<file path="src/rtl/im_comp_pkg.sv">
// Shared types and helpers for the image compression job controller.
// Holds the FSM state encoding, buffer index type and frame size helper.
package im_comp_pkg;

    typedef enum logic [2:0] {
        ST_IDLE,
        ST_WAIT_FRAME,
        ST_START,
        ST_ACK,
        ST_RUN,
        ST_ERR
    } state_t;

    typedef logic [1:0] buf_idx_t;

    function automatic int unsigned frame_words(input int unsigned width, input int unsigned height);
        return width * height;
    endfunction

endpackage

</file>
<file path="src/rtl/tribuf_idx.sv">
// Triple-buffer index rotation: writer, ready and reader slots always hold
// a permutation of {0,1,2}, so the reader can never alias the writer.
module tribuf_idx
    import im_comp_pkg::*;
(
    input  logic     clk,
    input  logic     rst_n,
    input  logic     frame_done,
    input  logic     consume,
    output buf_idx_t wr_next,
    output buf_idx_t rd_next,
    output logic     rdy_valid,
    output logic     drop
);

    buf_idx_t wr_reg, rdy_reg, rd_reg;
    buf_idx_t rdy_next;
    logic     valid_reg, valid_next;

    always_comb begin
        wr_next    = wr_reg;
        rdy_next   = rdy_reg;
        rd_next    = rd_reg;
        valid_next = valid_reg;
        drop       = 1'b0;
        if (consume && frame_done) begin
            // Reader takes the older ready frame; the fresh one becomes ready.
            rd_next    = rdy_reg;
            rdy_next   = wr_reg;
            wr_next    = rd_reg;
            valid_next = 1'b1;
        end else if (frame_done) begin
            wr_next    = rdy_reg;
            rdy_next   = wr_reg;
            valid_next = 1'b1;
            drop       = valid_reg;
        end else if (consume) begin
            rd_next    = rdy_reg;
            rdy_next   = rd_reg;
            valid_next = 1'b0;
        end
    end

    always_ff @(posedge clk or negedge rst_n) begin
        if (!rst_n) begin
            wr_reg    <= 2'd0;
            rdy_reg   <= 2'd1;
            rd_reg    <= 2'd2;
            valid_reg <= 1'b0;
        end else begin
            wr_reg    <= wr_next;
            rdy_reg   <= rdy_next;
            rd_reg    <= rd_next;
            valid_reg <= valid_next;
        end
    end

    assign rdy_valid = valid_reg;

endmodule

</file>
<file path="src/rtl/im_comp_ctrl.sv">
// Compression job scheduler over a triple-buffered capture stream:
// hands the newest complete frame to the compressor and tracks job health.
module im_comp_ctrl
    import im_comp_pkg::*;
#(
    parameter int pIN_IM_WIDTH  = 640,
    parameter int pIN_IM_HEIGHT = 480,
    parameter int pPTR_W        = 24,
    parameter int pACK_TO       = 64
) (
    input  logic              iclk,
    input  logic              irst_n,
    input  logic              ienable,
    input  logic              iframe_done,
    output logic [pPTR_W-1:0] owr_base_ptr,
    output logic              ostart_work,
    output logic [pPTR_W-1:0] odata_start_ptr,
    input  logic              imodule_work_f,
    input  logic              imodule_done_f,
    output logic              obusy,
    output logic [15:0]       oframe_cnt,
    output logic [15:0]       odrop_cnt,
    output logic              otimeout_err
);

    localparam int unsigned FRAME_WORDS = frame_words(pIN_IM_WIDTH, pIN_IM_HEIGHT);
    localparam int          TMR_W       = $clog2(pACK_TO + 1);

    function automatic logic [pPTR_W-1:0] buf_base(input buf_idx_t idx);
        case (idx)
            2'd1:    buf_base = pPTR_W'(FRAME_WORDS);
            2'd2:    buf_base = pPTR_W'(2 * FRAME_WORDS);
            default: buf_base = '0;
        endcase
    endfunction

    state_t             state_reg, state_next;
    logic [TMR_W-1:0]   timer_reg, timer_next;
    logic [15:0]        frame_cnt_reg, drop_cnt_reg;
    logic [pPTR_W-1:0]  wr_ptr_reg, data_ptr_reg;
    logic               job_done, consume, frame_evt, rdy_valid, drop;
    buf_idx_t           wr_next, rd_next;

    assign frame_evt = iframe_done && (state_reg != ST_IDLE);
    assign consume   = (state_reg == ST_WAIT_FRAME) && ienable && rdy_valid;

    tribuf_idx u_tribuf_idx (
        .clk        (iclk),
        .rst_n      (irst_n),
        .frame_done (frame_evt),
        .consume    (consume),
        .wr_next    (wr_next),
        .rd_next    (rd_next),
        .rdy_valid  (rdy_valid),
        .drop       (drop)
    );

    always_comb begin
        state_next = state_reg;
        job_done   = 1'b0;
        case (state_reg)
            ST_IDLE:       if (ienable) state_next = ST_WAIT_FRAME;
            ST_WAIT_FRAME: begin
                if (!ienable)       state_next = ST_IDLE;
                else if (rdy_valid) state_next = ST_START;
            end
            ST_START:      state_next = ST_ACK;
            ST_ACK: begin
                // A job short enough to finish before acknowledging exits like RUN.
                if (imodule_done_f) begin
                    job_done   = 1'b1;
                    state_next = ienable ? ST_WAIT_FRAME : ST_IDLE;
                end else if (imodule_work_f) begin
                    state_next = ST_RUN;
                end else if (timer_reg >= TMR_W'(pACK_TO - 1)) begin
                    state_next = ST_ERR;
                end
            end
            ST_RUN: begin
                if (imodule_done_f) begin
                    job_done   = 1'b1;
                    state_next = ienable ? ST_WAIT_FRAME : ST_IDLE;
                end
            end
            ST_ERR:        if (!ienable) state_next = ST_IDLE;
            default:       state_next = ST_IDLE;
        endcase
    end

    // Timer counts the START cycle too, so the limit is measured from ostart_work.
    always_comb begin
        timer_next = '0;
        if (state_reg == ST_START)    timer_next = TMR_W'(1);
        else if (state_reg == ST_ACK) timer_next = timer_reg + TMR_W'(1);
    end

    always_ff @(posedge iclk or negedge irst_n) begin
        if (!irst_n) begin
            state_reg     <= ST_IDLE;
            timer_reg     <= '0;
            frame_cnt_reg <= '0;
            drop_cnt_reg  <= '0;
            wr_ptr_reg    <= '0;
            data_ptr_reg  <= '0;
        end else begin
            state_reg  <= state_next;
            timer_reg  <= timer_next;
            wr_ptr_reg <= buf_base(wr_next);
            if (job_done)
                frame_cnt_reg <= frame_cnt_reg + 16'd1;
            if (drop && (drop_cnt_reg != 16'hFFFF))
                drop_cnt_reg <= drop_cnt_reg + 16'd1;
            if (consume)
                data_ptr_reg <= buf_base(rd_next);
        end
    end

    assign owr_base_ptr    = wr_ptr_reg;
    assign odata_start_ptr = data_ptr_reg;
    assign ostart_work     = (state_reg == ST_START);
    assign obusy           = (state_reg == ST_START) || (state_reg == ST_ACK) || (state_reg == ST_RUN);
    assign oframe_cnt      = frame_cnt_reg;
    assign odrop_cnt       = drop_cnt_reg;
    assign otimeout_err    = (state_reg == ST_ERR);

endmodule

</file>
<file path="config.mk">
export PLATFORM = sky130hd
export DESIGN_NAME = im_comp_ctrl
export DESIGN_NICKNAME = d
export VERILOG_FILES = /design/src/rtl/im_comp_pkg.sv /design/src/rtl/tribuf_idx.sv /design/src/rtl/im_comp_ctrl.sv
export SDC_FILE = /design/constraint.sdc
export NUM_CORES = 1
export LEC_CHECK = 0
export ABC_AREA = 1
export CAP_MARGIN = 20
export CORE_AREA = 4 4 94 96
export CTS_CLUSTER_DIAMETER = 30
export DETAILED_ROUTE_END_ITERATION = 10
export DIE_AREA = 0 0 98 100
export GPL_ROUTABILITY_DRIVEN = 0
export PLACE_DENSITY_LB_ADDON = 0.15
export SLEW_MARGIN = 20
export SYNTH_ARGS = -nofsm -noshare
export SYNTH_HDL_FRONTEND = slang
export SYNTH_HIERARCHICAL = 1
export SYNTH_SLANG_ARGS = --single-unit
</file>
<file path="constraint.sdc">
create_clock -name iclk -period 2.6 [get_ports iclk]
set_input_delay 0.52 -clock iclk [delete_from_list [all_inputs] [get_ports iclk]]
set_output_delay 0.52 -clock iclk [all_outputs]
set_load 0.1 [all_outputs]
</file>
**After elaboration in Yosys (flattened, before gate mapping)**

Cells that the tools add are included.
Widths: inputs -> output; s select.

- Register bits after elaboration: 97
- Output and inout port bits: 83
- Word-level logic and storage cells: 70

- Add/subtract/negate cells: 3
- Muxes and demuxes: 29
- Reductions and logical operators: 12
- Equal/unequal tests: 15
- $lt $le $gt $ge: 1

Operator list:

| cell | number |
|---|---|
| $pmux 20 s2 | 2 |
| $add 16x1->16 const B | 2 |
| $mux 3 | 8 |
| $pmux 3 s6 | 1 |
| $mux 2 | 8 |
| $ne 16x16->1 const B | 1 |
| $mux 7 | 2 |
| $mux 1 | 8 |
| $add 7x1->7 const B | 1 |
| $ge 7x6->1 const B | 1 |
| $eq 3x2->1 const B | 2 |
| $eq 3x3->1 const B | 2 |
| $ne 2x2->1 const B | 3 |
| $reduce_bool 3->1 | 2 |
| $logic_and 1x1->1 | 5 |
| $reduce_and 5->1 | 1 |
| $eq 2x1->1 const B | 2 |
| $eq 2x2->1 const B | 2 |
| $ne 4x4->1 const B | 1 |
| $eq 3x1->1 const B | 1 |
| $logic_not 3->1 | 1 |
| $ne 3x2->1 const B | 1 |
| $logic_or 1x1->1 | 2 |
| $reduce_or 2->1 | 1 |

**Depth between registers and ports, before layout**

Gate-level depths: netlist of run 1.

- Word-level depth: 8
- Depth in mapped cells: 14
- Depth with buffers taken out: 13

**Hierarchy**

Netlist of run 1, hierarchy kept.

Modules (own cells, without submodules):

| module | area each (sq um) | cells an instance | instances |
|---|---|---|---|
| im_comp_ctrl | 3144.3 | 427 | 1 |
| tribuf_idx | 351.6 | 42 | 1 |

**Least setup slack after synthesis of run 1**

No wires, ideal clock.

- Kind: register to output
- Start: register state_reg[0]
- End: output port otimeout_err
- Stages on the path, launching flop included: 5
- Slack: 0.155 ns
- Required time: 2.080 ns
- Arrival time: 1.925 ns
- Path buffers: 0
- Cell sequence: dfrtp_1 -> inv_1 -> nor2_2 -> inv_2 -> nor2_1

- Cells in the longest elaborated chain, start to end: 1

RTL lines:

| what | line | source |
|---|---|---|
| from (decl) | im_comp_ctrl.sv:37 | `state_t state_reg, state_next;` |
| from (signal assigned) | im_comp_ctrl.sv:106 | `state_reg <= state_next;` |
| $eq 3x3->1 | im_comp_ctrl.sv:124 | `assign otimeout_err = (state_reg == ST_ERR);` |
| to (decl) | im_comp_ctrl.sv:23 | `output logic otimeout_err` |

Every way passes these cells.

**Final worst setup path of run 1**

- Start: input port ienable
- End: register drop_cnt_reg[13] (netlist: odrop_cnt[13])

- Cells in the longest elaborated chain, start to end: 5

RTL lines:

| what | line | source |
|---|---|---|
| from (decl) | im_comp_ctrl.sv:13 | `input logic ienable,` |
| $logic_and 1x1->1 (2 in a row) | im_comp_ctrl.sv:45 | `assign consume = (state_reg == ST_WAIT_FRAME) && ienable && rdy_valid;` |
| net consume | im_comp_ctrl.sv:41 | `logic job_done, consume, frame_evt, rdy_valid, drop;` |
| $logic_and 1x1->1 | tribuf_idx.sv:26 | `if (consume && frame_done) begin` |
| $mux 1 | tribuf_idx.sv:26 |  |
| net drop | im_comp_ctrl.sv:41 |  |
| $logic_and 1x1->1 | im_comp_ctrl.sv:111 | `if (drop && (drop_cnt_reg != 16'hFFFF))` |
| to (signal assigned) | im_comp_ctrl.sv:112 | `drop_cnt_reg <= drop_cnt_reg + 16'd1;` |
| to (decl) | im_comp_ctrl.sv:39 | `logic [15:0] frame_cnt_reg, drop_cnt_reg;` |

The timed path passes the listed nets, and every way through them passes these cells.
A chain may end at the register's enable or synchronous reset.

==> results of run 1 <==
==> synth_stat cells (6+ instances only) <==
master / n / area (sq um)
xor2_1: 7 / 61.3
nor2_1: 46 / 173
nand4_1: 11 / 68.8
dfrtp_1: 53 / 1330
o21ai_0: 12 / 60.1
nand2_1: 175 / 657
xnor2_1: 8 / 70.1
inv_1: 36 / 135
o21ai_2: 6 / 52.6
nand3_1: 30 / 150
ha_1: 7 / 87.6
buf_4: 42 / 315
==> where the power goes <==
part / total, uW / internal, uW / switching, uW
registers: 1240 / 1010 / 232
clock network: 503 / 219 / 284
logic: 2220 / 452 / 1770
total: 3960 / 1680 / 2290
==> stage by stage <==
stage	instances	hold WS [ns]	instance area, sq um	setup WS (ns)	setup TNS [ns]
finish	625	0.314	3900	0.271	0
global route	625	0.374	3900	0.0780	0
CTS	625	0.340	3900	0.246	0
detailed placement	617	0.486	3810	-0.0680	-0.483
global placement	617	0.473	3810	0.0803	0
floorplan	502	0.224	3620	0.155	0
==> metal layers <==
layer | vias up | track usage, % | wire length, um
li1 | 1487 | - | -
met1 | 1303 | 19.5 | 3280
met2 | 39 | 25.8 | 3580
met3 | 6 | 2.71 | 243
met4 | 0 | 4.37 | 79
met5 | - | 0 | 0
==> layout make-up <==
class                   count  area [sq um]
repair buffers             57           435
flip-flops and latches     55          1380
well taps                 105           131
inverters                  43           174
clock buffers               7          86.3
multi-input cells         357          1690
clock inverters             1          8.76
fillers                   839          4150
==> cell families (layout without fill, tap and decap cells) <==
| kind of cell | after synthesis | after routing |
|---|---|---|
| fa+ha+maj | 7 | 7 |
| simple gates | 278 | 278 |
| other cells | 1 | 34 |
| flops | 55 | 55 |
| buf+inv | 90 | 108 |
| xor+xnor | 15 | 15 |
| compound gates | 23 | 23 |
==> final timing paths <==
kind                                    startpoint                      end  slack [ns]  depth (start not counted)
max in group asynchronous                   irst_n           oframe_cnt[15]        1.60                          2
max reg2reg                           state_reg[2]            odrop_cnt[13]        0.32                          9
min reg2reg                u_tribuf_idx/rdy_reg[0]  u_tribuf_idx/rdy_reg[0]        0.49                          2
min in group iclk          u_tribuf_idx/rdy_reg[0]  u_tribuf_idx/rdy_reg[0]        0.49                          2
min                                         irst_n             timer_reg[3]        0.31                          1
max                                        ienable            odrop_cnt[13]        0.27                         10
==> cells in the final DEF, fill, tap and decap left out <==
cell type	instances
nand3_2	3
inv_4	1
buf_4	52
nand2_2	1
nor3_2	2
o21ai_2	6
a21boi_0	1
inv_2	4
a21oi_1	4
nor2_4	4
nand4_1	11
inv_1	36
dfrtp_1	53
xnor2_1	8
nor2_2	2
nor2_1	46
clkbuf_1	1
inv_6	2
clkdlybuf4s50_1	4
buf_2	1
nand2_1	175
nand3b_1	2
xor2_1	7
ha_1	7
o21ai_0	12
dfstp_2	2
conb_1	34
clkbuf_8	6
clkinv_4	1
nand3_1	30
nand2_4	2
==> reports/metrics.yaml, run 1 <==
run_status:
  status: "completed"
grt:
  overflow: 0
  grt_pass1_vias: 2601
  antenna_found_initial: 0
  grt_max_degree: 38
  globalRouteTotalUtil_pct: 15.1
  grt_pass1_wl_um: 12400
clocking:
  cts.repair.resized: 0
  clk_latency_ns: 0.31
  clock-sinks: 55
  cts-root-buf: "clkbuf_8"
  cts_tree: "built"
  postCtsSetupBuffers: 0
  clockBufferDepth: 2
  htreeDepth: 2
  clk_pin_slew_ns: 0.10
  hold_buffers: 0
  cts_buffers: 5
sta:
  skew_ns: 0.00683
  setup_viol: 0
  rsz0062_at_grt: "no"
  hold_viol: 0
  worst_pin_slew_ns: 0.861
  slew_headroom_pct: 42.6
  finalCriticalPeriod_ns: 2.33
  max_freq_ghz: 0.429
  finalCritPeriodShare_pct: 89.6
  slew_violations: 0
run:
  max_cap_violations: 0
route:
  drtIter0Drc: 64
  avgViaCountPerCell: 4.54
  routed-via-count: 2835
  drtPass1Iterations: 4
  ant_nets: 0
  wl_per_cell_um: 11.5
  drc: 0
  wl_um: 7190
power:
  power.leakage_uw: 0.00198
  p_per_area_mw_per_mm2: 1020
  vdd_drop_max_v: 0.000755
  power_uw: 3960
setup_path:
  slowest_stage: "clkdlybuf4s50_1"
  slowest_delay_ns: 0.44
  worst_path_most_repeated_cell: "nand2_1"
  crit_family: "simple AND/OR/NAND/NOR gates"
  worst_ep_arrival_time_ns: 2.58
  path_max_fanout: 12
  required_ns: 2.85
  crit_type: "input pin to flop"
  endpoint_kind: "flop"
  crit_path_start_kind: "input pin"
  cp_cell_sequence: "clkdlybuf4s50_1, inv_1, nor3_2, nand2_1, inv_2, nor3_2, o21ai_0, nand2_1, nand2_1, nand2_1"
  crit_buf_inv: 3
logic_synthesis:
  syn_area_per_cell_sq_um: 7.45
  synth-seq-cells: 55
  syn_inst: 469
  post_synth_and_or_nand_nor_area_fraction_pct: 34.3
  yosysWarnings: 6
  synth_top_family_by_area: "simple AND/OR/NAND/NOR gates"
  synth_cell_type_count: 28
  synthMuxAreaShare_pct: 0
  synthFlopType: "dfrtp_1"
  synth_compound_area_share_pct: 4.01
  synth-xor-area-share_pct: 3.76
  synth_fa_ha_area_share_pct: 2.51
  synth_edf_count: 0
  yosysSeqAreaShare_pct: 39.4
  syn_area_sq_mm: 0.00350
  async_flop_share_pct: 100
floorplanning:
  die_h_um: 100
  start_util_pct: 43.4
  die_x_um: 98
  rows: 33
  core_region_area_sq_mm: 0.00805
  ioPinCount: 89
  floorplan.die_area_sq_mm: 0.00980
layout:
  final_core_util_pct: 48.5
  nets: 532
  drive_gt1_share_pct: 17.1
  diodes: 0
  area_delta_synth_final_pct: 11.6
placement:
  place_hpwl_um: 5510
  port_buffers: 54
worst_hold_path:
  hold_class: "input pin to asynchronous set/reset pin"
No activity file was read; power rests on OpenSTA's default activity.
==> run 2: changes to the inputs <==
--- a/config.mk
+++ b/config.mk
@@ -7,10 +7,11 @@
 export LEC_CHECK = 0
 export ABC_AREA = 1
 export CAP_MARGIN = 20
-export CORE_AREA = 4 4 94 96
+export CORE_AREA = 4 4 89 91
 export CTS_CLUSTER_DIAMETER = 30
+export CTS_CLUSTER_SIZE = 14
 export DETAILED_ROUTE_END_ITERATION = 10
-export DIE_AREA = 0 0 98 100
+export DIE_AREA = 0 0 93 95
 export GPL_ROUTABILITY_DRIVEN = 0
 export PLACE_DENSITY_LB_ADDON = 0.15
 export SLEW_MARGIN = 20
==> run 2 against run 1 <==
Net effect: sequential power about the same; via count is 2.1% higher; hold slack lost 0.088 ns; clock-buffer cell count unchanged; final cell count is 0.80% lower; non-clock buffer count rose by 1; critical path depth is 1 lower; design area down 0.35%; largest cell class unchanged; largest power group unchanged.
==> reports/metrics.yaml, run 2 (synthesis gave the netlist of run 1 again) <==
floorplanning:
  die_x_um: 93  # -5.1%
  floorplan.die_area_sq_mm: 0.00884  # -9.8%
  rows: 31  # -6.1%
  core_region_area_sq_mm: 0.00714  # -11%
  ioPinCount: 89  # unchanged
  die_h_um: 95  # -5.0%
  start_util_pct: 49.0  # +5.6 points
setup_path:
  r2r_cells: 9  # unchanged
  worst_ep_arrival_time_ns: 2.46  # -0.12 ns
  r2r_start: "state_reg[2]"
  worstReg2RegEnd: "odrop_cnt[15]"
  required_ns: 2.84  # about the same
  reg2reg_slack_ns: 0.38  # +0.06 ns
  endpoint_kind: "flop"
  crit_path_start_kind: "flop"
  path_max_fanout: 12  # unchanged
  crit_type: "flop to flop"
clocking:
  htreeDepth: 2  # unchanged
  cts.repair.resized: 0  # unchanged
  postCtsSetupBuffers: 0  # unchanged
  clock-sinks: 55  # unchanged
  clockBufferDepth: 2  # unchanged
  clk_latency_ns: 0.30  # about the same
  cts-root-buf: "clkbuf_8"
  cts_tree: "built"
  cts_buffers: 5  # unchanged
  clk_pin_slew_ns: 0.10  # about the same
  hold_buffers: 0  # unchanged
sta:
  worst_slack_ns: 0.380  # +0.109 ns
  slew_headroom_pct: 57.7  # +15 points
  finalCriticalPeriod_ns: 2.22  # -0.109 ns
  worst_pin_slew_ns: 0.635  # -0.226 ns
  setup_viol: 0  # unchanged
  slew_violations: 0  # unchanged
  rsz0062_at_grt: "no"
  hold_viol: 0  # unchanged
  max_freq_ghz: 0.450  # +4.9%
  tns_ns: 0  # unchanged
  skew_ns: 0.00788  # +0.00105 ns
  finalCritPeriodShare_pct: 85.4  # -4.2 points
route:
  wl_met3_um: 334  # +37%
  drtIter0Drc: 82  # +28%
  ant_nets: 0  # unchanged
  drc: 0  # unchanged
  highest_layer: "met4"
  wl_per_cell_um: 11.5  # about the same
  drtPass1Iterations: 7  # +3
  avgViaCountPerCell: 4.67  # +2.9%
  wl_met1_um: 3190  # -2.8%
  wl_um: 7130  # -0.89%
  dr_wl_met2_um: 3550  # -1.0%
  routed-via-count: 2895  # +2.1%
layout:
  drive_gt1_share_pct: 17.1  # -0.033 points
  stdcell_area_sq_mm: 0.00389  # -0.35%
  n_fill_cell: 740  # -12%
  diodes: 0  # unchanged
  layout_common_cells: "nand2_1, dfrtp_1, buf_4, nor2_1, inv_1"
  nets: 533  # +0.19%
  final_common_cell: "nand2_1"
  area_delta_synth_final_pct: 11.2
placement:
  place_hpwl_um: 5510  # about the same
  postPlaceCellArea_sq_mm: 0.00381  # unchanged
  dpl_worst_slack_ns: 0.0849  # +0.153 ns
  port_buffers: 54  # unchanged
grt:
  grt_pass1_wl_um: 12200  # -1.7%
  grt_max_degree: 29  # -24%
  overflow: 0  # unchanged
  globalRouteTotalUtil_pct: 16.9  # +1.9 points
  grt_pass1_vias: 2682  # +3.1%
  antenna_found_initial: 0  # unchanged
power:
  p_per_area_mw_per_mm2: 1010  # -0.42%
  power.leakage_uw: 0.00198  # about the same
  vdd_drop_max_v: 0.00101  # +34%
  power_uw: 3930  # -0.77%
worst_hold_path:
  hold_class: "input pin to asynchronous set/reset pin"
run:
  max_cap_violations: 0  # unchanged
run_status:
  status: "completed"
-- run 2: changes by cell type in the layout (fill, tap and decap cells not counted), sizes merged --
cell	before	now
buf	53	54
-- run 2: through the flow --
step	util, %	std cells	hold slack, ns
after floorplan	-	502	0.224
final	54.5	620	0.226
after global placement	53.3	612	0.476
after CTS	54.5	620	0.238
after detailed placement	53.3	612	0.474
after global routing	54.5	620	0.269
-- run 2: critical path, stage by stage (launching register included) --
cell      delay, ns
dfrtp_1        0.57
inv_4          0.11
a21boi_0       0.19
buf_4          0.21
inv_6          0.05
nor3_2         0.28
o21ai_0        0.21
nand2_1        0.38
nand2_1        0.10
nand2_1        0.07
-- run 2: layer usage --
layer,GRT usage (%),vias to the layer above
li1,-,1487
met2,29.3,68
met1,22.4,1335
met3,3.03,5
met5,0,-
met4,3.30,0
-- run 2: final cells by class --
cell class	instances	area, sq um	share of cell area, %
inverters	43	174	4.47
clock inverters	1	5.00	0.129
well taps	99	124	3.19
repair buffers	58	443	11.4
clock buffers	7	76.3	1.96
multi-input cells	357	1690	43.4
flip-flops and latches	55	1380	35.5
-- run 2: worst max-delay path by stage --
stage                  from            end  slack (ns)  depth (start not counted)
6_report       state_reg[2]  odrop_cnt[15]        0.38                          9
5_1_grt        state_reg[2]   odrop_cnt[3]        0.15                          9
4_1_cts        state_reg[2]  odrop_cnt[14]        0.37                          9
3_5_place_dp    iframe_done   odrop_cnt[7]        0.08                          9
3_3_place_gp    iframe_done  odrop_cnt[15]        0.15                          9
2_1_floorplan  state_reg[0]   otimeout_err        0.15                          4
-- run 2: power by group --
group / leakage (uW) / internal (uW) / total (uW) / switching, uW
Sequential: 0.000728 / 1010 / 1240 / 232
Clock: 0.0000422 / 190 / 466 / 276
Combinational: 0.00121 / 458 / 2230 / 1770
Total: 0.00198 / 1650 / 3930 / 2280
==> run 3: changes to the inputs <==
--- a/config.mk
+++ b/config.mk
@@ -6,7 +6,7 @@
 export NUM_CORES = 1
 export LEC_CHECK = 0
 export ABC_AREA = 1
-export CAP_MARGIN = 20
+export CAP_MARGIN = 40
 export CORE_AREA = 4 4 89 91
 export CTS_CLUSTER_DIAMETER = 30
 export CTS_CLUSTER_SIZE = 14
==> results of run 3 <==
Same layout as run 2: the final DEF is identical, and so are final timing and power.
